$ cat src/rtl/vga_timing_gen_if.sv
// Pixel-side raster bus shared by the timing generator and the sprite/palette renderers.
// The generator drives it through the master modport; renderers listen on the slave modport.
interface vga_timing_gen_if;
  logic [9:0] DrawX;
  logic [9:0] DrawY;
  logic       blank;
  logic       hs;
  logic       vs;
  logic       line_start;
  logic       frame_start;

  modport master (
    output DrawX, DrawY, blank, hs, vs, line_start, frame_start
  );

  modport slave (
    input DrawX, DrawY, blank, hs, vs, line_start, frame_start
  );
endinterface

$ cat src/rtl/vga_timing_gen.sv
// VGA raster timing generator: pixel counters, active-low syncs, visible flag and line/frame strobes.
// Optional macro VGA_SYNC_DELAY_EN delays hs/vs by one flop to align with registered colour.
module vga_timing_gen #(
  parameter int unsigned H_VISIBLE = 640,
  parameter int unsigned H_FP      = 16,
  parameter int unsigned H_SYNC    = 96,
  parameter int unsigned H_BP      = 48,
  parameter int unsigned V_VISIBLE = 480,
  parameter int unsigned V_FP      = 10,
  parameter int unsigned V_SYNC    = 2,
  parameter int unsigned V_BP      = 33
) (
  input  logic              vga_clk,
  input  logic              reset,
  vga_timing_gen_if.master  vga
);

  localparam int unsigned H_TOTAL = H_VISIBLE + H_FP + H_SYNC + H_BP;
  localparam int unsigned V_TOTAL = V_VISIBLE + V_FP + V_SYNC + V_BP;

  if (H_TOTAL > 1024 || V_TOTAL > 1024) begin : g_bad_totals
    $error("vga_timing_gen: H_TOTAL and V_TOTAL must both be <= 1024");
  end

  localparam logic [9:0] H_LAST = 10'(H_TOTAL - 1);
  localparam logic [9:0] V_LAST = 10'(V_TOTAL - 1);

  // Phase boundaries are 11 bits wide so a visible region of 1024 still compares correctly.
  localparam logic [10:0] H_VIS_END  = 11'(H_VISIBLE);
  localparam logic [10:0] H_FP_END   = 11'(H_VISIBLE + H_FP);
  localparam logic [10:0] H_SYNC_END = 11'(H_VISIBLE + H_FP + H_SYNC);
  localparam logic [10:0] V_VIS_END  = 11'(V_VISIBLE);
  localparam logic [10:0] V_FP_END   = 11'(V_VISIBLE + V_FP);
  localparam logic [10:0] V_SYNC_END = 11'(V_VISIBLE + V_FP + V_SYNC);

  typedef enum logic [1:0] {
    PH_VISIBLE,
    PH_FRONT,
    PH_SYNC,
    PH_BACK
  } phase_e;

  function automatic phase_e phase_of(
    input logic [9:0]  cnt,
    input logic [10:0] vis_end,
    input logic [10:0] fp_end,
    input logic [10:0] sync_end
  );
    logic [10:0] c;
    c = {1'b0, cnt};
    if (c < vis_end)       return PH_VISIBLE;
    else if (c < fp_end)   return PH_FRONT;
    else if (c < sync_end) return PH_SYNC;
    else                   return PH_BACK;
  endfunction

  logic [9:0] x_q;
  logic [9:0] y_q;
  logic [9:0] x_nxt;
  logic [9:0] y_nxt;
  phase_e     h_ph_nxt;
  phase_e     v_ph_nxt;

  logic blank_q;
  logic hs_q;
  logic vs_q;
  logic line_start_q;
  logic frame_start_q;

  // NOTE: every signal assigned in always_comb gets a default first so no latch can be inferred.
  always_comb begin
    x_nxt = x_q + 10'd1;
    y_nxt = y_q;
    if (x_q == H_LAST) begin
      x_nxt = '0;
      y_nxt = (y_q == V_LAST) ? '0 : y_q + 10'd1;
    end
    h_ph_nxt = phase_of(x_nxt, H_VIS_END, H_FP_END, H_SYNC_END);
    v_ph_nxt = phase_of(y_nxt, V_VIS_END, V_FP_END, V_SYNC_END);
  end

  // Outputs are decoded from the next counter values so they line up with DrawX/DrawY.
  // NOTE: sequential state uses non-blocking assignments so all flops update from pre-edge values.
  always_ff @(posedge vga_clk) begin
    if (reset) begin
      x_q           <= H_LAST;
      y_q           <= V_LAST;
      blank_q       <= 1'b0;
      hs_q          <= 1'b1;
      vs_q          <= 1'b1;
      line_start_q  <= 1'b0;
      frame_start_q <= 1'b0;
    end else begin
      x_q           <= x_nxt;
      y_q           <= y_nxt;
      blank_q       <= (h_ph_nxt == PH_VISIBLE) && (v_ph_nxt == PH_VISIBLE);
      hs_q          <= (h_ph_nxt != PH_SYNC);
      vs_q          <= (v_ph_nxt != PH_SYNC);
      line_start_q  <= (x_nxt == '0);
      frame_start_q <= (x_nxt == '0) && (y_nxt == '0);
    end
  end

`ifdef VGA_SYNC_DELAY_EN
  logic hs_dly_q;
  logic vs_dly_q;

  // Extra stage so syncs line up with a consumer that registers colour one cycle later.
  always_ff @(posedge vga_clk) begin
    if (reset) begin
      hs_dly_q <= 1'b1;
      vs_dly_q <= 1'b1;
    end else begin
      hs_dly_q <= hs_q;
      vs_dly_q <= vs_q;
    end
  end

  assign vga.hs = hs_dly_q;
  assign vga.vs = vs_dly_q;
`else
  assign vga.hs = hs_q;
  assign vga.vs = vs_q;
`endif

  assign vga.DrawX       = x_q;
  assign vga.DrawY       = y_q;
  assign vga.blank       = blank_q;
  assign vga.line_start  = line_start_q;
  assign vga.frame_start = frame_start_q;

endmodule
$ cat src/flat_wrapper.sv
// flat-port wrapper written by rule: the top's interface ports become plain ports
module vga_timing_gen_flat 
#(
  parameter int unsigned H_VISIBLE = 640,
  parameter int unsigned H_FP      = 16,
  parameter int unsigned H_SYNC    = 96,
  parameter int unsigned H_BP      = 48,
  parameter int unsigned V_VISIBLE = 480,
  parameter int unsigned V_FP      = 10,
  parameter int unsigned V_SYNC    = 2,
  parameter int unsigned V_BP      = 33
)
  (vga_clk, reset, vga_DrawX, vga_DrawY, vga_blank, vga_hs, vga_vs, vga_line_start, vga_frame_start);
  vga_timing_gen_if vga_i ();
  input  logic vga_clk;
  input  logic reset;
  output wire logic [$bits(vga_i.DrawX)-1:0] vga_DrawX;
  output wire logic [$bits(vga_i.DrawY)-1:0] vga_DrawY;
  output wire logic [$bits(vga_i.blank)-1:0] vga_blank;
  output wire logic [$bits(vga_i.hs)-1:0] vga_hs;
  output wire logic [$bits(vga_i.vs)-1:0] vga_vs;
  output wire logic [$bits(vga_i.line_start)-1:0] vga_line_start;
  output wire logic [$bits(vga_i.frame_start)-1:0] vga_frame_start;
  assign vga_DrawX = vga_i.DrawX;
  assign vga_DrawY = vga_i.DrawY;
  assign vga_blank = vga_i.blank;
  assign vga_hs = vga_i.hs;
  assign vga_vs = vga_i.vs;
  assign vga_line_start = vga_i.line_start;
  assign vga_frame_start = vga_i.frame_start;
  vga_timing_gen #(.H_VISIBLE(H_VISIBLE), .H_FP(H_FP), .H_SYNC(H_SYNC), .H_BP(H_BP), .V_VISIBLE(V_VISIBLE), .V_FP(V_FP), .V_SYNC(V_SYNC), .V_BP(V_BP)) u_core (.vga_clk(vga_clk), .reset(reset), .vga(vga_i));
endmodule
$ cat config.mk
export PLATFORM = sky130hd
export DESIGN_NAME = vga_timing_gen_flat
export DESIGN_NICKNAME = d
export VERILOG_FILES = /design/src/rtl/vga_timing_gen_if.sv /design/src/rtl/vga_timing_gen.sv /design/src/flat_wrapper.sv
export SDC_FILE = /design/constraint.sdc
export NUM_CORES = 1
export LEC_CHECK = 0
export CAP_MARGIN = 0
export CELL_PAD_IN_SITES_DETAIL_PLACEMENT = 1
export CELL_PAD_IN_SITES_GLOBAL_PLACEMENT = 2
export CORE_MARGIN = 2
export CORE_UTILIZATION = 39
export CTS_BUF_LIST = sky130_fd_sc_hd__clkbuf_4
export DETAILED_ROUTE_END_ITERATION = 12
export DONT_BUFFER_PORTS = 1
export PLACE_DENSITY = 0.92
export SLEW_MARGIN = 25
export SYNTH_ARGS = -nofsm -noshare
export SYNTH_HDL_FRONTEND = slang
export SYNTH_SLANG_ARGS = --single-unit
$ cat constraint.sdc
create_clock -name vga_clk -period 2.81 [get_ports vga_clk]
set_input_delay 0.562 -clock vga_clk [delete_from_list [all_inputs] [get_ports vga_clk]]
set_output_delay 0.562 -clock vga_clk [all_outputs]
set_load 0.01 [all_outputs]
==> results of run 1 <==
-- state kept, by name, indices dropped and copies added (netlist names) --
signal and count:
u_core.vga.frame_start 1, u_core.vga.DrawY 10, u_core.vga.line_start 1, u_core.vga.vs 1
u_core.vga.blank 1, u_core.vga.DrawX 10, u_core.vga.hs 1
-- worst register-to-register path, delay by kind of cell, from the launching register on --
family          cells  cell delay [ns]
flops               1             0.50
simple gates        3             0.98
fa+ha+maj           1             0.27
compound gates      2             0.63
-- cells in the mapped netlist, drive strengths merged, types with 2 or more instances --
cell | n | area share (%)
a211oi | 2 | 1.2
a21boi | 2 | 0.93
a21o | 3 | 1.4
a21oi | 3 | 0.93
a311oi | 3 | 1.6
and2 | 3 | 1.2
and3 | 4 | 1.6
and4 | 7 | 3.8
buf | 5 | 2.5
clkbuf | 8 | 1.9
dfxtp | 25 | 31
ha | 3 | 2.3
inv | 8 | 1.9
mux2i | 3 | 1.9
nand2 | 8 | 1.9
nand2b | 3 | 1.2
nand3 | 7 | 3.0
nand4 | 9 | 3.5
nor2 | 15 | 3.5
nor3 | 4 | 1.9
nor4 | 6 | 4.6
nor4b | 2 | 2.4
o21ai | 9 | 3.0
o21bai | 2 | 0.93
o31ai | 2 | 0.93
or2 | 6 | 2.3
xnor2 | 6 | 3.3
xor2 | 3 | 1.6
-- metrics by stage --
stage          setup slack [ns]  utilization (%)  area (um2)  power, mW  hold WS (ns)
6_report                  0.352             41.5        1660       1.71         0.278
5_1_grt                   0.206             41.5        1660       1.83         0.254
4_1_cts                   0.393             41.5        1660       1.71         0.264
3_5_place_dp              0.442             40.8        1630       1.52         0.560
3_3_place_gp              0.490             40.8        1630       1.48         0.543
2_1_floorplan             0.793                -        1610       1.31         0.522
-- cells by family after synthesis --
family,count (synthesis)
simple gates,81
xor+xnor,9
buf+inv,21
flops,25
mux,3
fa+ha+maj,3
compound gates,40
-- path summary, 6_finish.rpt --
| kind | start | to | slack [ns] | depth (start not counted) |
|---|---|---|---|---|
| worst max register to register | u_core.vga.DrawX[0]$_SDFF_PP1_ | u_core.vga.frame_start$_SDFF_PP0_ | 0.35 | 6 |
| worst min-delay path | reset | u_core.vga.DrawY[0]$_SDFF_PP0_ | 0.28 | 1 |
| worst min register to register | u_core.vga.DrawX[9]$_SDFF_PP1_ | u_core.vga.hs$_SDFF_PP1_ | 0.59 | 2 |
| worst max-delay path | u_core.vga.DrawX[0]$_SDFF_PP1_ | u_core.vga.frame_start$_SDFF_PP0_ | 0.35 | 6 |
-- report_power, final --
part	switching, mW	total (mW)	internal [mW]
sequential	0.169	0.603	0.435
clock	0.120	0.185	0.0655
combinational	0.541	0.921	0.380
-- area by class of cell --
type | instances | area (um2)
fillers | 460 | 2340
multi-input cells | 136 | 1010
flip-flops and latches | 25 | 500
well taps | 50 | 62.6
clock buffers | 4 | 30.0
repair buffers | 4 | 30.0
inverters | 8 | 30.0
-- cell usage in the layout (no fill, tap or decap), drive strengths merged, types with 4 or more instances in the layout --
master	synthesis	final
and3	4	4
and4	7	7
buf	5	4
clkbuf	8	4
dfxtp	25	25
inv	8	8
nand2	8	8
nand3	7	7
nand4	9	9
nor2	15	15
nor3	4	4
nor4	6	6
o21ai	9	9
or2	6	6
xnor2	6	6
-- layer usage --
| layer | wire length (um) | part of all wire (%) |
|---|---|---|
| met1 | 1980 | 44 |
| met2 | 2130 | 47 |
| met3 | 307 | 6.8 |
| met4 | 109 | 2.4 |
| met5 | 0 | 0 |
==> impl_metrics.env, run 1 <==
export IMPL_gr_usage_met3_pct=5.76
export IMPL_hpwl_mm=3.33
export IMPL_crit_slowest_cell="dfxtp_1"
export IMPL_rsz0062_at_grt="no"
export IMPL_cts_htree_levels=1
export IMPL_gp_congestion=0.919
export IMPL_netlist_area_mm2=0.00161
export IMPL_grt_antenna_before_repair=0
export IMPL_tns_ns=0
export IMPL_ys_flop_type="dfxtp_1"
export IMPL_hold_path_class="in2reg"
export IMPL_final_setup_skew_ns=0.00218
export IMPL_area_growth_synth_to_final_pct=3.19
export IMPL_dieArea_mm2=0.00466
export IMPL_endpoint_kind="flop"
export IMPL_post_cts_buffers=0
export IMPL_worst_path_buf_inv=0
export IMPL_fp_coreArea_mm2=0.00400
export IMPL_grt_use_total_pct=21.4
export IMPL_met2_usage_pct=35.2
export IMPL_grt_max_degree=23
export IMPL_worstPathCellList="ha_1 > and4_1 > nand3_4 > a2111oi_0 > o31ai_1 > nor4b_2"
export IMPL_vias=1418
export IMPL_ant_nets=0
export IMPL_dpl_cell_count=223
export IMPL_final_layout_size_suffix_gt1_share_pct=14.1
export IMPL_drc=0
export IMPL_root_buffer="clkbuf_4"
export IMPL_synth_compound_area_share_pct=19.1
export IMPL_final_nets=183
export IMPL_worst_slew_pin_slew_ns=0.556
export IMPL_timing_slew_headroom_pct=62.8
export IMPL_crit_arrival_ns=2.72
export IMPL_die_h_um=68.3
export IMPL_cts_num_sinks=25
export IMPL_grt_pass1_vias=1453
export IMPL_synthMuxAreaShare_pct=1.86
export IMPL_synthSimpleGateAreaFrac_pct=34.4
export IMPL_p_per_area_mw_per_mm2=1030
export IMPL_postCtsResizedCells=0
export IMPL_syn_num_nets=187
export IMPL_grt_overflow=0
export IMPL_hold_violations=0
export IMPL_worstPathMaxFanout=9
export IMPL_final_instance_count_excl_fill=227
export IMPL_via_per_inst=6.25
export IMPL_ys_seq_elements=25
export IMPL_synth_edff_count=0
export IMPL_setup_viol=0
export IMPL_grt_util_met1_pct=26.0
export IMPL_port_buffers=0
export IMPL_peakVddDrop_mv=0.399
export IMPL_status="finished, final reports clean"
export IMPL_cts_max_path_buffers=2
export IMPL_drt_pre_antenna_iters=4
export IMPL_io_pins=27
export IMPL_cts_tree="built"
export IMPL_p_leak_nw=0.617
export IMPL_synth_adder_area_share_pct=2.33
export IMPL_wirelength_mm=4.53
export IMPL_critPathKind="reg2reg"
export IMPL_slowest_delay_ns=0.50
export IMPL_insertion_delay_ns=0.33
export IMPL_synth_top_family_by_area="simple AND/OR/NAND/NOR gates"
export IMPL_die_w_um=68.3
export IMPL_critPathRequiredTime_ns=3.07
export IMPL_placementRows=23
export IMPL_yosys_area_share_xor_xnor_pct=4.90
export IMPL_maxCapViolations=0
export IMPL_critPathTopFamily="simple AND/OR/NAND/NOR gates"
export IMPL_finalCritPeriodShare_pct=87.5
export IMPL_numCtsBuffers=3
export IMPL_async_flop_share_pct=0
export IMPL_drv_slew=0
export IMPL_initial_core_util_pct=40.3
export IMPL_top_usage_layer="met2"
export IMPL_wl_per_cell_um=19.9
export IMPL_synth_area_per_cell_um2=8.85
export IMPL_seq_area_frac_synth_pct=31.1
export IMPL_n_antenna_cell=0
export IMPL_hold_buffers=0
export IMPL_cp_start_kind="flop"
export IMPL_period_needed_ns=2.46
export IMPL_grt_pass1_wl_mm=7.35
export IMPL_synth_cell_types=61
export IMPL_clk_pin_slew_ns=0.15
export IMPL_drtIter0Drc=62
export IMPL_yosys_warnings=0
export IMPL_syn_inst=182
export IMPL_max_freq_ghz=0.407
Power figures use the tool's default switching activity.
==> run 2: changes to the inputs <==
--- a/config.mk
+++ b/config.mk
@@ -8,7 +8,7 @@
 export CAP_MARGIN = 0
 export CELL_PAD_IN_SITES_DETAIL_PLACEMENT = 1
 export CELL_PAD_IN_SITES_GLOBAL_PLACEMENT = 2
-export CORE_MARGIN = 2
+export CORE_MARGIN = 4
 export CORE_UTILIZATION = 39
 export CTS_BUF_LIST = sky130_fd_sc_hd__clkbuf_4
 export DETAILED_ROUTE_END_ITERATION = 12
==> impl_metrics.env, run 2 (synthesis results as in run 1) <==
export IMPL_crit_slowest_cell="a2111oi_0"
export IMPL_cp_start_kind="flop"
export IMPL_grt_pass1_vias=1414
export IMPL_reg2reg_depth=6
export IMPL_drt_pre_antenna_iters=4
export IMPL_setup_viol=0
export IMPL_grt_antenna_before_repair=0
export IMPL_hp_start="reset"
export IMPL_placementRows=23
export IMPL_numCtsBuffers=3
export IMPL_r2r_start="u_core.vga.DrawX[0]$_SDFF_PP1_"
export IMPL_via_per_inst=6.16
export IMPL_switching_share_pct=47.4
export IMPL_min_path_cells=1
export IMPL_finalCritPeriodShare_pct=85.1
export IMPL_period_needed_ns=2.39
export IMPL_hold_violations=0
export IMPL_rsz0062_at_grt="no"
export IMPL_initial_core_util_pct=40.3
export IMPL_worst_path_buf_inv=0
export IMPL_clk_pin_slew_ns=0.14
export IMPL_crit_arrival_ns=2.64
export IMPL_final_layout_size_suffix_gt1_share_pct=13.1
export IMPL_hpwl_mm=3.27
export IMPL_hold_path_class="in2reg"
export IMPL_worstPathMaxFanout=9
export IMPL_status="finished, final reports clean"
export IMPL_die_w_um=72.3
export IMPL_port_buffers=0
export IMPL_cts_max_path_buffers=2
export IMPL_n_antenna_cell=0
export IMPL_fp_coreArea_mm2=0.00400
export IMPL_die_h_um=72.3
export IMPL_clkPwrFrac_pct=10.7
export IMPL_peakVddDrop_mv=0.464
export IMPL_drtIter0Drc=139
export IMPL_critPathRequiredTime_ns=3.06
export IMPL_pwr_share_seq_pct=38.8
export IMPL_area_growth_synth_to_final_pct=2.25
export IMPL_grt_max_degree=23
export IMPL_gp_congestion=0.897
export IMPL_tns_ns=0
export IMPL_insertion_delay_ns=0.33
export IMPL_max_freq_ghz=0.418
export IMPL_grt_overflow=0
export IMPL_drc=0
export IMPL_critPathKind="reg2reg"
export IMPL_final_setup_skew_ns=0.00385
export IMPL_dp_slack_ns=0.461
export IMPL_dieArea_mm2=0.00522
export IMPL_p_sw_uw=784
export IMPL_p_leak_nw=0.607
export IMPL_final_common_cell="dfxtp_1"
export IMPL_grt_pass1_wl_mm=7.20
export IMPL_slowest_delay_ns=0.50
export IMPL_endpoint_kind="flop"
export IMPL_io_pins=27
export IMPL_totalPowerFinal_mw=1.65
export IMPL_p_per_area_mw_per_mm2=1000
export IMPL_cts_tree="built"
export IMPL_finalWorstSetupSlack_ns=0.418
export IMPL_hold_buffers=0
export IMPL_critPathTopFamily="simple AND/OR/NAND/NOR gates"
export IMPL_pwr_share_comb_pct=50.5
export IMPL_worst_slew_pin_slew_ns=0.569
export IMPL_post_cts_buffers=0
export IMPL_r2r_setup_slack_ns=0.42
export IMPL_wirelength_mm=4.35
export IMPL_layout_common_cells="25 x dfxtp_1, 15 x nor2_1, 9 x nand4_1, 8 x inv_1, 8 x nand2_1"
export IMPL_wl_per_cell_um=19.3
export IMPL_grt_use_total_pct=17.5
export IMPL_timing_slew_headroom_pct=62.0
export IMPL_cts_htree_levels=1
export IMPL_p_int_uw=869
export IMPL_maxCapViolations=0
export IMPL_vias=1385
export IMPL_worstPathCellList="ha_1 > and4_1 > nand3_4 > a2111oi_0 > o31ai_1 > nor4b_2"
export IMPL_hold_end="u_core.vga.DrawY[0]$_SDFF_PP0_"
export IMPL_reg2reg_to="u_core.vga.frame_start$_SDFF_PP0_"
export IMPL_postCtsResizedCells=0
export IMPL_final_nets=181
export IMPL_ant_nets=0
export IMPL_root_buffer="clkbuf_4"
export IMPL_cts_num_sinks=25
export IMPL_drv_slew=0
[run 2: worst max-delay path by stage]
stage / depth (start not counted) / start / end
6_report: 6 / u_core.vga.DrawX[0]$_SDFF_PP1_ / u_core.vga.frame_start$_SDFF_PP0_
3_3_place_gp: 6 / u_core.vga.DrawX[0]$_SDFF_PP1_ / u_core.vga.frame_start$_SDFF_PP0_
2_1_floorplan: 7 / u_core.vga.DrawX[0]$_SDFF_PP1_ / u_core.vga.hs$_SDFF_PP1_
3_5_place_dp: 6 / u_core.vga.DrawX[0]$_SDFF_PP1_ / u_core.vga.frame_start$_SDFF_PP0_
4_1_cts: 6 / u_core.vga.DrawX[0]$_SDFF_PP1_ / u_core.vga.frame_start$_SDFF_PP0_
5_1_grt: 6 / u_core.vga.DrawX[0]$_SDFF_PP1_ / u_core.vga.frame_start$_SDFF_PP0_
[run 2: through the flow]
stage / instances / instance area (um2) / util (%) / hold WS, ns
detailed placement: 221 / 1620 / 40.4 / 0.580
global route: 225 / 1650 / 41.2 / 0.250
finish: 225 / 1650 / 41.2 / 0.279
global placement: 221 / 1620 / 40.4 / 0.552
floorplan: 182 / 1610 / - / 0.522
CTS: 225 / 1650 / 41.2 / 0.269
[run 2: area by class of cell]
type / count / area [um2]
clock buffer: 4 / 30.0
fill: 482 / 2350
inverter: 8 / 30.0
multi-input combinational: 136 / 1010
sequential: 25 / 500
tap: 50 / 62.6
timing repair buffer: 2 / 15.0
[run 2: worst register-to-register path: cells and delay by family, from the launching register on]
kind,cells,cell delay (ns)
AO/OA/AOI/OAI,2,0.69
adder cells (fa/ha/maj),1,0.27
flip-flops,1,0.49
AND/OR/NAND/NOR,3,0.86
[run 2: power by group through the flow]
stage               registers (mW)  logic [mW]  clock network [mW]
global placement             0.640       0.813                   0
floorplan                    0.563       0.746                   0
global route                 0.663       0.931               0.198
finish                       0.642       0.835               0.177
detailed placement           0.651       0.839                   0
CTS                          0.643       0.843               0.185
[run 2: layer usage]
layer	vias up	GRT usage [%]	wire (um)
li1	665	-	-
met4	0	4.38	52
met3	7	5.82	260
met5	-	0	0
met2	37	28.1	2110
met1	676	22.5	1930
